**src/rtl/fft_cap_pkg.sv**
```systemverilog
// ----------------------------------------------------------------------------
// fft_cap_pkg
// Shared types and helpers for the FFT frame-capture block.
//   state_e        : capture FSM states (IDLE, FILL, DRAIN)
//   FRAME_LEN_DEF  : default samples per frame
//   DC_OFFSET_DEF  : default mid-scale offset removed from each sample
//   clog2()        : ceiling log2, used to size pointers and counters
// ----------------------------------------------------------------------------
package fft_cap_pkg;

    typedef enum logic [1:0] {
        IDLE  = 2'd0,
        FILL  = 2'd1,
        DRAIN = 2'd2
    } state_e;

    localparam int FRAME_LEN_DEF = 256;
    localparam int DC_OFFSET_DEF = 1023;

    // Returns 0 for value <= 1; callers that need a non-zero width clamp it.
    function automatic int clog2(input int value);
        int r;
        r = 0;
        for (int v = value - 1; v > 0; v = v >> 1) begin
            r++;
        end
        return r;
    endfunction

endpackage

```
**src/rtl/fft_frame_cap_ram.sv**
```systemverilog
// ----------------------------------------------------------------------------
// frame_ram
// Simple dual-port frame buffer, DEPTH x WIDTH, one clock for both ports.
// The read port is registered (1-cycle latency) and only updates when re=1,
// so rdata holds its value while the consumer is stalled.
// Ports:
//   clk            : clock
//   we/waddr/wdata : write port
//   re/raddr       : read request
//   rdata          : read data, valid the cycle after re
// ----------------------------------------------------------------------------
module frame_ram
    import fft_cap_pkg::*;
#(
    parameter int DEPTH = FRAME_LEN_DEF,
    parameter int WIDTH = 12,
    parameter int AW    = clog2(DEPTH)
) (
    input  logic             clk,
    input  logic             we,
    input  logic [AW-1:0]    waddr,
    input  logic [WIDTH-1:0] wdata,
    input  logic             re,
    input  logic [AW-1:0]    raddr,
    output logic [WIDTH-1:0] rdata
);

    logic [WIDTH-1:0] mem [DEPTH];

    // NOTE: the storage array has no reset so it maps onto block RAM; every
    // entry is written during FILL before DRAIN ever reads it.
    always_ff @(posedge clk) begin
        if (we) begin
            mem[waddr] <= wdata;
        end
        if (re) begin
            rdata <= mem[raddr];
        end
    end

endmodule

```
**src/rtl/fft_frame_cap.sv**
```systemverilog
// ----------------------------------------------------------------------------
// fft_frame_cap
// Captures an offset-binary ADC stream into a frame buffer (optionally
// decimated), removes the DC offset, and streams each full frame to the FFT
// sink with valid/ready, sop and eop.
// Ports:
//   clk, rst            : clock, synchronous active-high reset
//   start               : pulse; arms capture, or restarts it from scratch
//   cont                : 1 = continuous frames, 0 = one-shot (sampled at eop)
//   sample_en/sample_in : input sample strobe and data
//   otr                 : ADC over-range, qualified by sample_en
//   out_valid/out_ready : output handshake
//   out_data            : signed sample (sample_in - DC_OFFSET)
//   out_sop/out_eop     : first / last beat of a frame
//   frame_otr           : over-range summary, valid on the eop beat
//   busy                : FSM not idle
//   frame_done          : pulse the cycle after the eop transfer
// Build option: define OTR_FLAG_EN to report over-range per frame; otherwise
// otr is ignored and frame_otr is 0.
// ----------------------------------------------------------------------------
module fft_frame_cap
    import fft_cap_pkg::*;
#(
    parameter int DATA_W    = 11,
    parameter int OUT_W     = 12,
    parameter int FRAME_LEN = FRAME_LEN_DEF,
    parameter int DECIM     = 1,
    parameter int DC_OFFSET = DC_OFFSET_DEF
) (
    input  logic              clk,
    input  logic              rst,
    input  logic              start,
    input  logic              cont,
    input  logic              sample_en,
    input  logic [DATA_W-1:0] sample_in,
    input  logic              otr,
    output logic              out_valid,
    input  logic              out_ready,
    output logic [OUT_W-1:0]  out_data,
    output logic              out_sop,
    output logic              out_eop,
    output logic              frame_otr,
    output logic              busy,
    output logic              frame_done
);

    localparam int PTR_W  = clog2(FRAME_LEN);
    localparam int DCNT_W = (DECIM > 1) ? clog2(DECIM) : 1;

    state_e             state_q, state_d;
    logic [PTR_W-1:0]   wptr_q, wptr_d;
    logic [DCNT_W-1:0]  dcnt_q, dcnt_d;
    logic [PTR_W:0]     rptr_q, rptr_d;      // MSB set once every entry has been read
    logic [PTR_W-1:0]   ridx_q, ridx_d;      // index of the word sitting on the RAM output
    logic               rv_q, rv_d;          // RAM output holds a word not yet loaded
    logic               out_valid_q, out_valid_d;
    logic [OUT_W-1:0]   out_data_q, out_data_d;
    logic               out_sop_q, out_sop_d;
    logic               out_eop_q, out_eop_d;
    logic               frame_done_q, frame_done_d;

    logic               accept;
    logic               load;
    logic               xfer;
    logic               clr;
    logic               ram_re;
    logic [OUT_W-1:0]   ram_wdata;
    logic [OUT_W-1:0]   ram_rdata;

    // Offset-binary to two's complement: zero-extend, then remove mid-scale.
    assign ram_wdata = {1'b0, sample_in} - OUT_W'(DC_OFFSET);
    assign xfer      = out_valid_q && out_ready;

    frame_ram #(
        .DEPTH (FRAME_LEN),
        .WIDTH (OUT_W),
        .AW    (PTR_W)
    ) u_ram (
        .clk   (clk),
        .we    (accept),
        .waddr (wptr_q),
        .wdata (ram_wdata),
        .re    (ram_re),
        .raddr (rptr_q[PTR_W-1:0]),
        .rdata (ram_rdata)
    );

    // NOTE: every signal written here gets a default first, so no path can
    // leave one unassigned and infer a latch.
    always_comb begin
        state_d      = state_q;
        wptr_d       = wptr_q;
        dcnt_d       = dcnt_q;
        rptr_d       = rptr_q;
        ridx_d       = ridx_q;
        rv_d         = rv_q;
        out_valid_d  = out_valid_q;
        out_data_d   = out_data_q;
        out_sop_d    = out_sop_q;
        out_eop_d    = out_eop_q;
        frame_done_d = 1'b0;
        accept       = 1'b0;
        load         = 1'b0;
        ram_re       = 1'b0;
        clr          = 1'b0;

        case (state_q)
            FILL: begin
                if (sample_en) begin
                    if (dcnt_q == DCNT_W'(DECIM - 1)) begin
                        dcnt_d = '0;
                        accept = 1'b1;
                        wptr_d = wptr_q + 1'b1;
                        if (wptr_q == PTR_W'(FRAME_LEN - 1)) begin
                            state_d = DRAIN;
                        end
                    end else begin
                        dcnt_d = dcnt_q + 1'b1;
                    end
                end
            end

            DRAIN: begin
                if (xfer) begin
                    out_valid_d = 1'b0;
                end
                // Move the prefetched word into the output register whenever
                // the output is empty or being drained this cycle.
                load = rv_q && (!out_valid_q || out_ready);
                if (load) begin
                    out_valid_d = 1'b1;
                    out_data_d  = ram_rdata;
                    out_sop_d   = (ridx_q == '0);
                    out_eop_d   = (ridx_q == PTR_W'(FRAME_LEN - 1));
                    rv_d        = 1'b0;
                end
                // Keep the RAM output stage full: issue the next read as soon
                // as its current word is (or is about to be) consumed.
                if (!rptr_q[PTR_W] && (!rv_q || load)) begin
                    ram_re = 1'b1;
                    ridx_d = rptr_q[PTR_W-1:0];
                    rptr_d = rptr_q + 1'b1;
                    rv_d   = 1'b1;
                end
                if (xfer && out_eop_q) begin
                    state_d      = cont ? FILL : IDLE;
                    frame_done_d = 1'b1;
                    clr          = 1'b1;
                end
            end

            default: ;
        endcase

        // start overrides everything, including a coincident eop handshake.
        if (start) begin
            state_d      = FILL;
            frame_done_d = 1'b0;
            accept       = 1'b0;
            ram_re       = 1'b0;
            clr          = 1'b1;
        end

        if (clr) begin
            wptr_d      = '0;
            dcnt_d      = '0;
            rptr_d      = '0;
            ridx_d      = '0;
            rv_d        = 1'b0;
            out_valid_d = 1'b0;
            out_data_d  = '0;
            out_sop_d   = 1'b0;
            out_eop_d   = 1'b0;
        end
    end

    // NOTE: sequential state uses non-blocking assignments so every register
    // samples its _d value from before the edge, independent of statement order.
    always_ff @(posedge clk) begin
        if (rst) begin
            state_q      <= IDLE;
            wptr_q       <= '0;
            dcnt_q       <= '0;
            rptr_q       <= '0;
            ridx_q       <= '0;
            rv_q         <= 1'b0;
            out_valid_q  <= 1'b0;
            out_data_q   <= '0;
            out_sop_q    <= 1'b0;
            out_eop_q    <= 1'b0;
            frame_done_q <= 1'b0;
        end else begin
            state_q      <= state_d;
            wptr_q       <= wptr_d;
            dcnt_q       <= dcnt_d;
            rptr_q       <= rptr_d;
            ridx_q       <= ridx_d;
            rv_q         <= rv_d;
            out_valid_q  <= out_valid_d;
            out_data_q   <= out_data_d;
            out_sop_q    <= out_sop_d;
            out_eop_q    <= out_eop_d;
            frame_done_q <= frame_done_d;
        end
    end

`ifdef OTR_FLAG_EN
    // Sticky over-range flag for the frame currently being captured. It is
    // cleared only when FILL is (re)entered, so it survives through DRAIN and
    // is reported on that frame's eop beat.
    logic otr_flag_q, otr_flag_d;

    always_comb begin
        otr_flag_d = otr_flag_q;
        if (accept && otr) begin
            otr_flag_d = 1'b1;
        end
        if (clr) begin
            otr_flag_d = 1'b0;
        end
    end

    always_ff @(posedge clk) begin
        if (rst) begin
            otr_flag_q <= 1'b0;
        end else begin
            otr_flag_q <= otr_flag_d;
        end
    end

    assign frame_otr = out_valid_q && out_eop_q && otr_flag_q;
`else
    logic unused_otr;
    assign unused_otr = otr;
    assign frame_otr  = 1'b0;
`endif

    assign out_valid  = out_valid_q;
    assign out_data   = out_data_q;
    assign out_sop    = out_sop_q;
    assign out_eop    = out_eop_q;
    assign busy       = (state_q != IDLE);
    assign frame_done = frame_done_q;

endmodule

```
**config.mk**
```make
export PLATFORM = sky130hd
export DESIGN_NAME = fft_frame_cap
export DESIGN_NICKNAME = d
export VERILOG_FILES = /design/src/rtl/fft_cap_pkg.sv /design/src/rtl/fft_frame_cap_ram.sv /design/src/rtl/fft_frame_cap.sv
export SDC_FILE = /design/constraint.sdc
export NUM_CORES = 2
export LEC_CHECK = 0
export ABC_AREA = 1
export CAP_MARGIN = 20
export CORE_ASPECT_RATIO = 2
export CORE_MARGIN = 3
export CORE_UTILIZATION = 30
export DETAILED_ROUTE_END_ITERATION = 12
export SLEW_MARGIN = 0
export SYNTH_ARGS = -nofsm -noshare
export SYNTH_HDL_FRONTEND = slang
export SYNTH_SLANG_ARGS = --single-unit
```
**constraint.sdc**
```tcl
create_clock -name clk -period 22.4 [get_ports clk]
set_input_delay 6.72 -clock clk [delete_from_list [all_inputs] [get_ports clk]]
set_output_delay 6.72 -clock clk [all_outputs]
set_load 0.02 [all_outputs]
```
After elaboration in Yosys (flattened, before gate mapping)
Memory sizes are Yosys's and may differ from the RTL's. A register that Yosys moved wholly into a read port is not among the register bits.
Index checks and enable logic that the tools add are counted.
Operators by class
  add/subtract/negate cells: 4
  bitwise logic cells: 1
  mux-type cells: 24
  equality and inequality tests: 12
  reduce and logical (&&, ||, !) cells: 25
Operators by type and width (count)
  2-to-1 mux 1 bit: 19
  equality test 8 bit (second input constant): 2
  != test 3 bit (second input constant): 4
  subtractor 11 x 10 -> 12 bit (second input constant): 1
  AND reduction 2 bit: 5
  AND reduction 5 bit: 2
  adder 9 x 1 -> 9 bit (second input constant): 1
  adder 8 x 1 -> 8 bit (second input constant): 1
  logical NOT 8 bit: 1
  2-to-1 mux 2 bit: 4
  != test 2 bit (second input constant): 4
  nonzero test 2 bit: 4
  logical AND 1 bit: 4
  one-hot mux 2 bit (2 select lines): 1
  OR reduction 2 bit: 2
  logical NOT 1 bit: 3
  AND reduction 3 bit: 1
  nonzero test 3 bit: 1
  equality test 2 x 1 -> 1 bit (second input constant): 1
  equality test 2 bit (second input constant): 1
  logical OR 1 bit: 2
  adder 1 bit (second input constant): 1
  NOT 1 bit: 1
Word-level totals
  input bits: 18
  RAM bits: 3072
  output and inout port bits: 18
  memories: 1
  register bits: 45
Memory list
  u_ram.mem: words 256, bits a word 12, read ports 1, clocked after Yosys merged registers in 1, write ports 1, RTL line fft_frame_cap_ram.sv:28  | logic [WIDTH-1:0] mem [DEPTH];

Depth between registers and ports, before layout
  depth after elaboration: 8
  gate-level depth with buffers: 19

Modules after synthesis
Synthesis repeated with hierarchy kept, for this count alone.
Second synthesis, totals
  cells, all modules: 10611
  area, all modules: 127113.2 µm²
By module, submodules not included
  frame_ram: instances 1, seq. area each 92608.8 µm², area an instance 125001.1 µm², cells each 10311
  fft_frame_cap: instances 1, seq. area each 880.8 µm², area an instance 2112.0 µm², cells each 300

Worst setup path before layout
No wires, ideal clock.
  path kind: input to register
  start: in sample_in[0]
  end: mem u_ram.mem[0][10], data pin
  setup time: 1526 ps
  buffers on the path: 0
  stages on the path: 6
  arrival: 14082 ps
  path slack: 6792 ps
  cell sequence: ha_1 > nand3_1 > nor3_1 > and3_1 > nand3_1 > xor2_1
On the way
  word-level cells in the longest chain between the ends: 1
Ends and longest elaborated chain
  from (decl): RTL line fft_frame_cap.sv:35  | input logic [DATA_W-1:0] sample_in,
  subtractor 11 x 10 -> 12 bit: RTL line fft_frame_cap.sv:71  | assign ram_wdata = {1'b0, sample_in} - OUT_W'(DC_OFFSET);
  via ram_wdata[10]: RTL line fft_frame_cap.sv:67  | logic [OUT_W-1:0] ram_wdata;
  to (decl): RTL line fft_frame_cap_ram.sv:28
The timed path passes the listed nets, and every way through them passes these cells.

Final worst setup path
  start: in sample_in[0]
  end: mem u_ram.mem[51][8], data pin
Same word-level chain as after synthesis.

==> results.yml <==
outcome:
  outcome: "complete, no violations"
setup_path:
  startpoint_type: "input port"
  cp_slowest_stage_delay_ns: 0.73
  worst-path-stages: 9
  path_delay_family: "buffers and inverters"
  r2r_start: "rptr_q[0]"
  critPathRequiredTime_ns: 23.01
  path_cells: "clkdlybuf4s50_1, ha_4, nand3_1, nor3_1, and3_1, xor2_4, buf_4, buf_4, buf_4"
  reg2reg_to: "u_ram.rdata[1]"
  startpoint: "sample_in[0]"
  critical_path_class: "input port to register"
  cp_slowest_cell: "buf_4"
  crit_buf_inv: 4
  critPathMaxFanout: 69
  critPathArrivalTime_ns: 10.96
  endpoint: "u_ram.mem[51][8]"
  reg2reg_slack_ns: 16.26
  cp_common_cell: "buf_4"
  worstSetupEndpointType: "register"
  reg2regPathDepth: 15
power_and_ir_drop:
  ir_drop_mv: 0.06690
  clockPowerShare_pct: 39.5
  p_leak_uw: 0.05157
  internal_power_uw: 8750
  p_per_area_nw_per_um2: 75.90
  p_switching_uw: 2211
  combPwrFrac_pct: 1.6
  p_seq_share_pct: 58.9
  sw_frac_of_total_pct: 20.17
detailed_routing:
  routedWlPerCell_um: 21.33
  vias: 83505
  wirelength_um: 373000
  dr_wl_met3_um: 18640
  post-route-drc-count: 0
  drt-initial-drc-count: 7545
  firstDrtPassIters: 8
  avgViaCountPerCell: 4.776
  wl_met1_um: 128900
  ant_nets: 0
  dr.max_layer_used: "met5"
  wl_met2_um: 192700
placed_design:
  finalWeightedCongestion: 0.9170
  port_buffers: 33
  post-place-ws_ns: 11.06
  post_dp_cell_area_um2: 136100
  hpwl_um: 222200
floorplan:
  core_area_um2: 429700
  start_util_pct: 30.19
  die_area_um2: 440700
  die_height_um: 935.9
  die_x_um: 470.9
  num_rows: 340
  io_pins: 36
clock_tree:
  cts_post_setup_buffers_inserted: 0
  cts_made_buffers: 236
  clock_latency_ns: 0.93
  cts_hold_buf: 0
  clkTransAtPathRegs_ns: 0.07
  clock_sinks: 3128
  cts_root_buffer: "clkbuf_16"
  htree_levels: 4
  post_cts_resized: 0
  cts_tree: "built"
  cts_buffer_depth: 4
logic_synthesis:
  synth_cells: 11797
  yosys_warnings: 0
  synth.net_count: 11821
  syn_avg_cell_area_um2: 10.99
  synth-seq-cells: 3128
  synthArstFlopShare_pct: 0
  seq_area_frac_synth_pct: 72.08
  synthFlopType: "edfxtp_1"
  yosysTopAreaCell: "edfxtp_1"
  synth-edff-count: 3084
  netlist.area_leader.share_pct: 71.40
  synthTopCellsByArea: "edfxtp_1 (71%), nand2_1 (9.1%), nor2_1 (5.6%)"
  syn-cell-area_um2: 129700
  synthDistinctLibCells: 32
timing:
  rsz0062_at_grt: "no"
  clock.fmax_ghz: 0.09657
  layout_min_cycle_time_ns: 10.36
  setup_viol: 0
  worst_slack_ns: 12.04
  tns_ns: 0
  fin_crit_sh_pct: 46.23
  hold_viol_final: 0
  worstMarginPinSlew_ns: 1.181
  slew-limit-headroom_pct: 20.99
  drv_slew: 0
  fin_skew_ns: 0.07834
run:
  maxCapViolCount: 0
hold_path:
  hp-class: "register to register"
global_routing:
  grt_max_degree: 174
  grt_usage_pct: 16.30
  antenna_found_initial: 9
  grt_first_pass_wirelength_um: 538000
  gr-total-overflow: 0
  grt_pass1_vias: 80287
finish:
  final_cell_area_um2: 144400
  layout.nets: 11671
  drive_gt1_share_pct: 6.243
  fill_cells: 42437
  area_growth_pct: 11.35
==> metrics by stage <==
| stage | instances | power, uW | hold WS (ns) | utilization, % |
|---|---|---|---|---|
| 2_1_floorplan | 11797 | 6690 | 0.4365 | - |
| 3_3_place_gp | 16944 | 6758 | 0.4592 | 31.61 |
| 3_5_place_dp | 16979 | 6764 | 0.4603 | 31.68 |
| 4_1_cts | 17408 | 11030 | 0.4700 | 33.46 |
| 5_1_grt | 17482 | 11220 | 0.5005 | 33.61 |
| 6_report | 17485 | 10960 | 0.4686 | 33.61 |
==> synthesized netlist by cell type (3+ instances only) <==
cell and number:
nand2_1 3133, edfxtp_1 3084, nor2_1 1947, nand3_1 1104
o21ai_0 731, inv_1 606, clkbuf_1 285, buf_2 283
a21oi_1 225, buf_1 102, or2_2 84, o211ai_1 56
dfxtp_1 44, buf_4 20, o21ai_1 18, clkinv_1 14
nor3_1 9, xor2_1 9, nand4_1 7, buf_6 6
ha_1 6, inv_2 6, and3_1 4, nor4_1 3
==> worst reg2reg max path: stages (launching register included) <==
cell and delay [ns]:
dfxtp_4 0.54, inv_8 0.47, buf_12 0.62, buf_4 0.77
buf_12 0.52, buf_4 1.04, nand2_1 0.17, nand2_1 0.10
nand2_1 0.05, nand3_1 0.13, nand3_1 0.16, nand2_1 0.41
nand3_1 0.36, nand3_1 0.22, nand3_1 0.24, nand2_1 0.16
==> power by group through the flow <==
stage	Sequential (uW)	Clock (uW)	Combinational (uW)
floorplan	6630	0	63.0
global placement	6580	0	174
detailed placement	6580	0	180
CTS	6450	4400	180
global route	6450	4580	187
finish	6450	4330	177
==> flip-flops by register name, summed over array words and instances, names as in the netlist <==
| name | cells |
|---|---|
| u_ram.rdata | 12 |
| state_q | 2 |
| out_eop | 1 |
| rv_q | 1 |
| u_ram.mem | 3072 |
| rptr_q | 9 |
| frame_done | 1 |
| out_sop | 1 |
| wptr_q | 8 |
| out_data | 12 |
| ridx_q | 8 |
| out_valid | 1 |
==> per-layer routing <==
metal,vias to the layer above,GRT usage [%]
li1,39415,-
met1,40668,17.23
met2,2595,29.68
met3,819,1.710
met4,8,12.42
met5,-,0
==> worst min-delay path by stage <==
stage	startpoint	end	slack [ns]	cells after the start
6_report	out_data[0]	out_data[0]	0.47	2
5_1_grt	out_data[4]	out_data[4]	0.50	2
4_1_cts	out_data[0]	out_data[0]	0.47	2
3_5_place_dp	out_data[9]	out_data[9]	0.46	2
3_3_place_gp	out_data[0]	out_data[0]	0.46	2
2_1_floorplan	ridx_q[6]	ridx_q[6]	0.44	2
==> cell type report <==
class | instances | area (um2) | area share, %
timing repair buffer | 308 | 2775 | 1.921
clock inverter | 147 | 1433 | 0.9919
sequential | 3128 | 93510 | 64.74
inverter | 626 | 2407 | 1.667
clock buffer | 282 | 6225 | 4.310
multi-input combinational | 7347 | 31010 | 21.47
tap | 5643 | 7061 | 4.889
antenna | 4 | 10.01 | 0.006930
==> cells in the final DEF (no fill, tap or decap), types with 6 or more instances in the layout <==
master	instances
a21oi_1	225
buf_12	18
buf_4	217
buf_6	38
bufinv_16	26
clkbuf_1	37
clkbuf_16	241
clkbuf_8	6
clkdlybuf4s50_1	33
clkinv_1	65
clkinv_2	38
clkinvlp_4	21
dfxtp_1	39
edfxtp_1	3084
inv_1	603
inv_6	6
inv_8	6
nand2_1	3128
nand3_1	1097
nand3_2	7
nand4_1	7
nor2_1	1946
nor3_1	9
o211ai_1	56
o21ai_0	731
o21ai_1	18
or2_2	84
xor2_4	9
==> kinds of logic after synthesis <==
family	Yosys count	synth area share, %
other	1	0.002891
AND/OR/NAND/NOR	6293	19.48
buffers and inverters	1322	4.192
adder cells (fa/ha/maj)	6	0.05788
AO/OA/AOI/OAI	1038	4.128
XOR/XNOR	9	0.06078
flip-flops	3128	72.08
No activity file was read; power rests on OpenSTA's default activity.
